$ cat src/rtl/pc_seq_unit.sv
// pc_seq_unit - program-counter sequencer for the RV32I core.
//
// Holds the PC, issues fetch requests over a req/ack handshake, and applies
// the next-PC select (SEQ, BRANCH, JAL, JALR, HOLD) when execute reports done.
//
// Optional feature macro: PC_TRAP_EN
//   defined   : misaligned jump/branch target redirects to TRAP_VECTOR and
//               records the faulting PC in trap_pc.
//   undefined : misaligned target is truncated to the alignment boundary,
//               trap_pc stays 0.
//
// Ports:
//   clk           in   system clock, rising edge
//   clr           in   synchronous active-low reset
//   fetch_ack     in   instruction word for pc_val returned (REQ only)
//   update_en     in   execute done, apply next-PC select (EXEC only)
//   sel[2:0]      in   000 SEQ, 001 BRANCH, 010 JAL, 011 JALR, 100 HOLD
//   branch_taken  in   branch condition result
//   imm           in   signed byte offset
//   rs1_val       in   JALR base register
//   halt          in   stop sequencing (wins over update_en)
//   pc_val        out  current PC
//   fetch_req     out  registered fetch request
//   link_addr     out  pc_val + 4
//   instr_count   out  completed update count (wraps)
//   misalign_err  out  one-cycle pulse on misaligned target
//   halted        out  high in HALTED
//   trap_pc       out  faulting PC (PC_TRAP_EN), else 0

module pc_seq_unit #(
    parameter int                XLEN         = 32,
    parameter logic [XLEN-1:0]   RESET_VECTOR = '0,
    parameter logic [XLEN-1:0]   TRAP_VECTOR  = XLEN'(32'h0000_0100),
    parameter int                ALIGN        = 4
) (
    input  logic            clk,
    input  logic            clr,
    input  logic            fetch_ack,
    input  logic            update_en,
    input  logic [2:0]      sel,
    input  logic            branch_taken,
    input  logic [XLEN-1:0] imm,
    input  logic [XLEN-1:0] rs1_val,
    input  logic            halt,
    output logic [XLEN-1:0] pc_val,
    output logic            fetch_req,
    output logic [XLEN-1:0] link_addr,
    output logic [XLEN-1:0] instr_count,
    output logic            misalign_err,
    output logic            halted,
    output logic [XLEN-1:0] trap_pc
);

    typedef enum logic [1:0] {
        S_IDLE,
        S_REQ,
        S_EXEC,
        S_HALTED
    } state_t;

    // Low address bits that must be zero for a legal target.
    localparam logic [XLEN-1:0] LOW_MASK = (ALIGN == 2) ? XLEN'(1) : XLEN'(3);

    state_t          state_q, state_d;
    logic [XLEN-1:0] pc_q, pc_d;
    logic [XLEN-1:0] cnt_q, cnt_d;
    logic [XLEN-1:0] trap_pc_q, trap_pc_d;
    logic            fetch_req_q, fetch_req_d;
    logic            mis_q, mis_d;
    logic            halted_q, halted_d;

    logic [XLEN-1:0] pc_seq;
    logic [XLEN-1:0] target;
    logic            chk_en;
    logic            tgt_mis;

    // Target selection; SEQ/HOLD/unknown selects never flag misalignment.
    always_comb begin
        pc_seq = pc_q + XLEN'(4);
        target = pc_seq;
        chk_en = 1'b0;
        case (sel)
            3'b001: begin
                target = branch_taken ? (pc_q + imm) : pc_seq;
                chk_en = 1'b1;
            end
            3'b010: begin
                target = pc_q + imm;
                chk_en = 1'b1;
            end
            3'b011: begin
                target = (rs1_val + imm) & ~XLEN'(1);
                chk_en = 1'b1;
            end
            3'b100: target = pc_q;
            default: target = pc_seq;
        endcase
        tgt_mis = chk_en && ((target & LOW_MASK) != '0);
    end

    always_comb begin
        state_d     = state_q;
        pc_d        = pc_q;
        cnt_d       = cnt_q;
        trap_pc_d   = trap_pc_q;
        fetch_req_d = fetch_req_q;
        mis_d       = 1'b0;
        halted_d    = halted_q;
        case (state_q)
            S_IDLE: begin
                state_d     = S_REQ;
                fetch_req_d = 1'b1;
            end
            S_REQ: begin
                if (fetch_ack) begin
                    state_d     = S_EXEC;
                    fetch_req_d = 1'b0;
                end
            end
            S_EXEC: begin
                if (halt) begin
                    state_d  = S_HALTED;
                    halted_d = 1'b1;
                end else if (update_en) begin
                    state_d     = S_REQ;
                    fetch_req_d = 1'b1;
                    cnt_d       = cnt_q + XLEN'(1);
                    mis_d       = tgt_mis;
                    if (tgt_mis) begin
`ifdef PC_TRAP_EN
                        pc_d      = TRAP_VECTOR;
                        trap_pc_d = pc_q;
`else
                        pc_d      = target & ~LOW_MASK;
`endif
                    end else begin
                        pc_d = target;
                    end
                end
            end
            default: begin
                // HALTED: sticky until reset.
                fetch_req_d = 1'b0;
                halted_d    = 1'b1;
            end
        endcase
    end

    always_ff @(posedge clk) begin
        if (!clr) begin
            state_q     <= S_IDLE;
            pc_q        <= RESET_VECTOR;
            cnt_q       <= '0;
            trap_pc_q   <= '0;
            fetch_req_q <= 1'b0;
            mis_q       <= 1'b0;
            halted_q    <= 1'b0;
        end else begin
            state_q     <= state_d;
            pc_q        <= pc_d;
            cnt_q       <= cnt_d;
            trap_pc_q   <= trap_pc_d;
            fetch_req_q <= fetch_req_d;
            mis_q       <= mis_d;
            halted_q    <= halted_d;
        end
    end

    assign pc_val       = pc_q;
    assign fetch_req    = fetch_req_q;
    assign link_addr    = pc_q + XLEN'(4);
    assign instr_count  = cnt_q;
    assign misalign_err = mis_q;
    assign halted       = halted_q;
    assign trap_pc      = trap_pc_q;

endmodule

$ cat config.mk
export PLATFORM = sky130hd
export DESIGN_NAME = pc_seq_unit
export DESIGN_NICKNAME = d
export VERILOG_FILES = /design/src/rtl/pc_seq_unit.sv
export SDC_FILE = /design/constraint.sdc
export NUM_CORES = 1
export LEC_CHECK = 0
export ABC_CLOCK_PERIOD_IN_PS = 2500
export BUFFER_PORTS_ARGS = -buffer_cell sky130_fd_sc_hd__buf_2
export CAP_MARGIN = 20
export CORE_MARGIN = 1.5
export CORE_UTILIZATION = 50
export CTS_CLUSTER_SIZE = 40
export DETAILED_ROUTE_END_ITERATION = 10
export PLACE_DENSITY = 0.82
export SYNTH_ARGS = -nofsm -noshare
export SYNTH_HDL_FRONTEND = slang
export SYNTH_SLANG_ARGS = --single-unit
export TNS_END_PERCENT = 1
$ cat constraint.sdc
create_clock -name clk -period 2.5 [get_ports clk]
set_clock_uncertainty 0.1 [all_clocks]
set_input_delay 0 -clock clk [delete_from_list [all_inputs] [get_ports clk]]
set_output_delay 0 -clock clk [all_outputs]
set_load 0.05 [all_outputs]
==> results.cfg, run 1 <==
[sta]
fin_crit_ns = 2.67
setup_viol = 13
setup_ws_ns = -0.166
worst_pin_slew_ns = 0.728
max_freq_mhz = 375
rsz0062_at_grt = true
max_slew_margin_pct = 51.5
hold_viol = 0
min_period_over_period_pct = 107
final_max_slew_viol_count = 0
hold-worst-slack_ns = 0.0454

[logic_synthesis]
ys_ff_latch = 69
ys_types = 88
synthFlopType = dfxtp_1
yosysTopAreaCell = dfxtp_1
synth_edf_count = 0
synthTopCellsByArea = dfxtp_1, ha_1, xnor2_1, a21oi_1, nand2_1
synth_xor_area_share_pct = 12.0
syn_inst = 1014
synth_warnings = 0
synthMuxAreaShare_pct = 0.670
netlist_area_um2 = 7660
synth-compound-area-share_pct = 28.4
synth.top_cell.area_share_pct = 18.0
synthAdderAreaFrac_pct = 11.3
synth_area_per_cell_um2 = 7.55
synth-seq-area-share_pct = 18.0
synth_most_common_cell = nand2_1
synth_top_family_by_area = compound AO/OA/AOI/OAI gates
synth_async_sr_flop_share_pct = 0
ys_top_cells_by_count = nand2_1, a21oi_1, o21ai_0
synth-simple-area-share_pct = 22.9

[worst_setup_path]
arrival_ns = 2.84
max_stage_delay_ns = 0.36
cp-end-kind = register
r2r_setup_slack_ns = -0.17
cp_max_fo = 5
critPathBufInv = 1
start_kind = register
critPathSlowestCell = dfxtp_4
r2r-end = pc_val[22]$_SDFFE_PN0P_
r2r_cells = 12
cp.required_ns = 2.67
crit_path_start = pc_val[0]$_SDFFE_PN0P_
reg2reg_from = pc_val[0]$_SDFFE_PN0P_
path_class = register to register
crit_family = compound AO/OA/AOI/OAI gates
path_cells = ha_4 > inv_2 > fa_2 > nor2b_4 > o31ai_2 > a31o_1 > o21ba_4 > o31a_1 > o21bai_1 > xnor2_1 > nand2_1 > a21oi_2

[power]
seqPwrFrac_pct = 27.2
clock_power_share_pct = 33.2
power_switching_w = 0.00164
p_leak_nw = 5.10
cellPowerDensity_nw_per_um2 = 411
intPower_w = 0.00268
combinationalPowerShare_pct = 39.7
sw_frac_of_total_pct = 38.1
irDropWorstVdd_v = 0.000290

[placed_design]
dp_hpwl_mm = 19.9
dp_slack_ns = -0.213
place_inst = 1485
place.gp.congestion = 0.957
portBuffers = 171

[clocking]
clkSinkCount = 69
cts_buffers = 9
clock_latency_ns = 0.34
clk_path_buf_depth = 2
clk_transition_reported_paths_ns = 0.07
tritoncts = yes
h-tree-depth = 3
cts-root-buf = clkbuf_16

[floorplanning]
coreArea_um2 = 15100
die_h_um = 127
row_count = 45
die_x_um = 127
initial_utilization_pct = 50.8
pin_count = 204
fp.dieArea_um2 = 16100

[global_route]
grt_pass1_vias = 8503
grt_pass1_wl_mm = 41.4
antenna_found_initial = 0
grt-ovfl-total = 0
track_usage_pct = 31.6
grt_max_degree = 70

[cells_and_area]
area_growth_pct = 37.2
nNetsFinal = 1454
n_antenna_cell = 0
n_fill_cell = 1171
multiInputGateArea_um2 = 6330
layout-drive-gt1-share_pct = 35.2
stdcell_count = 1506
ff_latch_area_um2 = 1420

[route]
post_drt_via_cell_ratio = 5.98
vias = 9007
postRouteAntennaNets = 0
routed_wirelength_mm = 26.2
drcViolationCount = 0
firstDrtPassIters = 6
drt_iter0_markers = 948
routedWlPerCell_um = 17.4

[hold_path]
hold_class = input pin to register
hp-start = clr
hold_path_end = pc_val[29]$_SDFFE_PN0P_
hold_depth = 4

[run]
max_cap_violations = 0

[outcome]
violations = setup timing
outcome = finished, violations left
-- state kept, by name, summed over array words and instances (netlist names) --
signal,cells
instr_count,32
pc_val,32
state_q,2
fetch_req,1
halted,1
misalign_err,1
-- metal layers --
layer / share of wire [%] / vias up / GRT usage, %
met1: 42 / 4165 / 40.3
li1: - / 4240 / -
met3: 9.3 / 89 / 5.57
met2: 45 / 513 / 53.1
met4: 3.6 / 0 / 12.2
met5: 0 / - / 0
-- power by group through the flow --
| stage | Clock, W | Sequential (W) | Combinational, W |
|---|---|---|---|
| 2_1_floorplan | 0 | 0.00131 | 0.00102 |
| 3_3_place_gp | 0 | 0.00119 | 0.00160 |
| 3_5_place_dp | 0 | 0.00120 | 0.00162 |
| 4_1_cts | 0.00144 | 0.00117 | 0.00166 |
| 5_1_grt | 0.00148 | 0.00118 | 0.00184 |
| 6_report | 0.00143 | 0.00117 | 0.00171 |
-- logic make-up (layout without fill, tap and decap cells) --
group	count (synthesis)	after routing
and+or+nand+nor	347	347
xor gates and xnor gates	105	105
muxes	5	5
adders and majority gates	68	68
DFF	69	69
AOI/OAI and AO/OA	320	320
other	1	32
buffers and inverters	99	372
-- through the flow --
step / TNS (ns) / cell area [um^2] / power, W / utilization (%)
detailed placement: -2.00 / 9790 / 0.00282 / 64.9
floorplan: -2.85 / 7940 / 0.00234 / -
CTS: -0.418 / 10300 / 0.00427 / 68.4
global route: -3.19 / 10500 / 0.00450 / 69.6
finish: -1.32 / 10500 / 0.00432 / 69.6
global placement: -1.27 / 9790 / 0.00279 / 64.9
-- tightest hold or removal path, stage by stage --
cell and delay, ns:
buf_2 0.11, o21ai_0 0.10, buf_4 0.13, o311ai_1 0.09
-- cell type report --
cell class,count,share of cell area (%)
Clock buffer,9,2.14
Clock inverter,7,0.929
Inverter,24,0.857
Multi-Input combinational cell,877,60.2
Sequential cell,69,13.5
Tap cell,188,2.24
Timing Repair Buffer,332,20.1
-- worst max-delay path by stage --
stage | to | slack, ns | cells past startpoint
after floorplan | pc_val[30]$_SDFFE_PN0P_ | -0.25 | 9
after global placement | pc_val[28]$_SDFFE_PN0P_ | -0.18 | 12
after detailed placement | pc_val[28]$_SDFFE_PN0P_ | -0.21 | 12
after CTS | pc_val[27]$_SDFFE_PN0P_ | -0.07 | 10
after global routing | pc_val[22]$_SDFFE_PN0P_ | -0.28 | 12
final | pc_val[22]$_SDFFE_PN0P_ | -0.17 | 12
-- placed cells by master (no fill, tap or decap), types with 7 or more instances in the layout --
cell type / count
o21a_1: 11
a21oi_2: 9
nor2_1: 56
o21ai_0: 66
dfxtp_1: 47
inv_1: 23
conb_1: 32
nand4_1: 17
nand3_1: 37
nand2_1: 95
and3_1: 18
a21o_1: 26
a221oi_1: 12
nand2b_1: 10
xnor2_1: 59
and2_1: 32
nor3_1: 16
clkbuf_16: 9
a211oi_1: 7
buf_4: 162
xor2_1: 33
or3_1: 10
nor2b_1: 9
buf_2: 162
dfxtp_2: 18
ha_1: 59
a31oi_1: 9
a21oi_1: 80
a21boi_0: 8
-- timing repair --
item	4_1_cts	5_1_grt
resized for setup	40	38
buffers inserted	2	1
hold buffers	2	0
endpoints found under the setup margin	21	38
endpoints found under the hold margin	2	0
gates cloned	0	0
pin swaps	27	7
No activity file was read; power rests on OpenSTA's default activity.
==> run 2: changes to the inputs <==
--- a/config.mk
+++ b/config.mk
@@ -6,7 +6,7 @@
 export NUM_CORES = 1
 export LEC_CHECK = 0
 export ABC_CLOCK_PERIOD_IN_PS = 2500
-export BUFFER_PORTS_ARGS = -buffer_cell sky130_fd_sc_hd__buf_2
+export BUFFER_PORTS_ARGS = -buffer_cell sky130_fd_sc_hd__clkbuf_2
 export CAP_MARGIN = 20
 export CORE_MARGIN = 1.5
 export CORE_UTILIZATION = 50
==> run 2 against run 1 <==
  * Die area stayed put
  * Wire length is 0.68% higher
  * The flow still finishes with violations (setup timing)
  * Via count hardly changed
==> results.cfg, run 2 (synthesis results as in run 1) <==
[cells_and_area]
post-route-util_pct = 69.6
final_cell_area_um2 = 10500
final_cell_mix = buf_4, clkbuf_2, nand2_1
n_fill_cell = 1158
layout-drive-gt1-share_pct = 35.4
area_growth_pct = 37.2
n_antenna_cell = 0
mostFrequentLayoutCell = buf_4
nNetsFinal = 1454

[placed_design]
portBuffers = 171
place_area_um2 = 9780
dp_hpwl_mm = 19.9
dp_slack_ns = -0.220
place.gp.congestion = 0.994

[clocking]
tritoncts = yes
cts_buffers = 9
clk_path_buf_depth = 2
clock_latency_ns = 0.35
clkSinkCount = 69
cts-root-buf = clkbuf_16
clk_transition_reported_paths_ns = 0.07
h-tree-depth = 3

[power]
cellPowerDensity_nw_per_um2 = 412
combinationalPowerShare_pct = 39.4
intPower_w = 0.00268
p_leak_nw = 5.04
seqPwrFrac_pct = 27.1
irDropWorstVdd_v = 0.000329
power_switching_w = 0.00165
sw_frac_of_total_pct = 38.2
clock_power_share_pct = 33.5

[floorplanning]
initial_utilization_pct = 50.8
pin_count = 204
fp.dieArea_um2 = 16100
die_x_um = 127
die_h_um = 127
row_count = 45
coreArea_um2 = 15100

[global_route]
grt_max_degree = 70
antenna_found_initial = 0
grt_pass1_vias = 8562
grt-ovfl-total = 0
track_usage_pct = 31.7
grt_pass1_wl_mm = 41.5

[route]
drt_iter0_markers = 756
firstDrtPassIters = 7
routed-wl-met2_mm = 12.4
routed_wirelength_mm = 26.4
routedWlPerCell_um = 17.5
vias = 9010
met3_length_mm = 2.58
postRouteAntennaNets = 0
post_drt_via_cell_ratio = 5.98
top_layer = met4
drcViolationCount = 0
drt-met1-wl_mm = 10.6

[sta]
max_freq_mhz = 386
final_max_slew_viol_count = 0
max_slew_margin_pct = 55.8
setup_viol = 14
hold_viol = 0
setup_ws_ns = -0.0915
fin_crit_ns = 2.59
rsz0062_at_grt = true
worst_pin_slew_ns = 0.663
hold-worst-slack_ns = 0.0119
tns_ns = -0.574
min_period_over_period_pct = 104

[worst_setup_path]
start_kind = register
arrival_ns = 2.78
cp-end-kind = register
cp.required_ns = 2.69
cp_max_fo = 5
path_class = register to register

[outcome]
violations = setup timing
outcome = finished, violations left

[hold_path]
hold_class = input pin to register

[run]
max_cap_violations = 0
[run 2: changes by cell type in the layout (fill, tap and decap cells not counted), moves of 3 or more]
cell | before | now
buf_6 | 3 | 0
clkbuf_2 | 0 | 161
nor3_2 | 6 | 3
inv_6 | 1 | 4
buf_2 | 162 | 0
[run 2: critical path, stage by stage (launching register included)]
cell and delay [ns]:
dfxtp_4 0.36, ha_4 0.14, inv_1 0.05, fa_2 0.37, nor2b_4 0.13, o31ai_2 0.07
a31o_1 0.20, o21ba_4 0.24, o31a_1 0.30, o21bai_1 0.16, xnor2_1 0.17, nand2_1 0.11
a21oi_2 0.12
[run 2: layout make-up]
type / instances / area (um^2) / area share, %
clock buffer: 9 / 225 / 2.14
timing repair buffer: 332 / 2120 / 20.2
tap: 188 / 235 / 2.24
inverter: 24 / 90.1 / 0.857
sequential: 69 / 1420 / 13.5
clock inverter: 7 / 101 / 0.965
multi-input combinational: 877 / 6320 / 60.1
[run 2: routing by layer]
metal | up-vias | global-route usage, %
met3 | 83 | 5.69
met2 | 520 | 53.4
met5 | - | 0
li1 | 4256 | -
met1 | 4151 | 41.1
met4 | 0 | 10.4
[run 2: timing repair]
| item | CTS | global route |
|---|---|---|
| setup buffers | 5 | 0 |
| hold endpoints to repair | 1 | 0 |
| gates resized for setup | 40 | 48 |
| setup endpoints to repair | 24 | 38 |
| pin swaps | 17 | 8 |
| hold buffers | 1 | 0 |
[run 2: stage by stage]
stage | total power [W] | instances
6_report | 0.00433 | 1506
3_5_place_dp | 0.00281 | 1484
4_1_cts | 0.00428 | 1506
5_1_grt | 0.00452 | 1506
2_1_floorplan | 0.00234 | 1045
3_3_place_gp | 0.00279 | 1484
[run 2: path summary, 6_finish.rpt]
check                                            start                 endpoint  slack (ns)  cells after the start
worst min register to register     halted$_SDFFE_PN0P_      halted$_SDFFE_PN0P_        0.38                      1
worst min-delay path                            sel[2]   pc_val[0]$_SDFFE_PN0P_        0.01                      3
worst max register to register  pc_val[0]$_SDFFE_PN0P_  pc_val[22]$_SDFFE_PN0P_       -0.09                     12
worst max-delay path            pc_val[0]$_SDFFE_PN0P_  pc_val[22]$_SDFFE_PN0P_       -0.09                     12
[run 2: power by group through the flow]
stage | sequential, W | combinational [W] | clock, W
after floorplan | 0.00131 | 0.00102 | 0
after global placement | 0.00119 | 0.00159 | 0
after detailed placement | 0.00120 | 0.00162 | 0
after CTS | 0.00117 | 0.00165 | 0.00146
after global routing | 0.00118 | 0.00183 | 0.00151
final | 0.00117 | 0.00171 | 0.00145
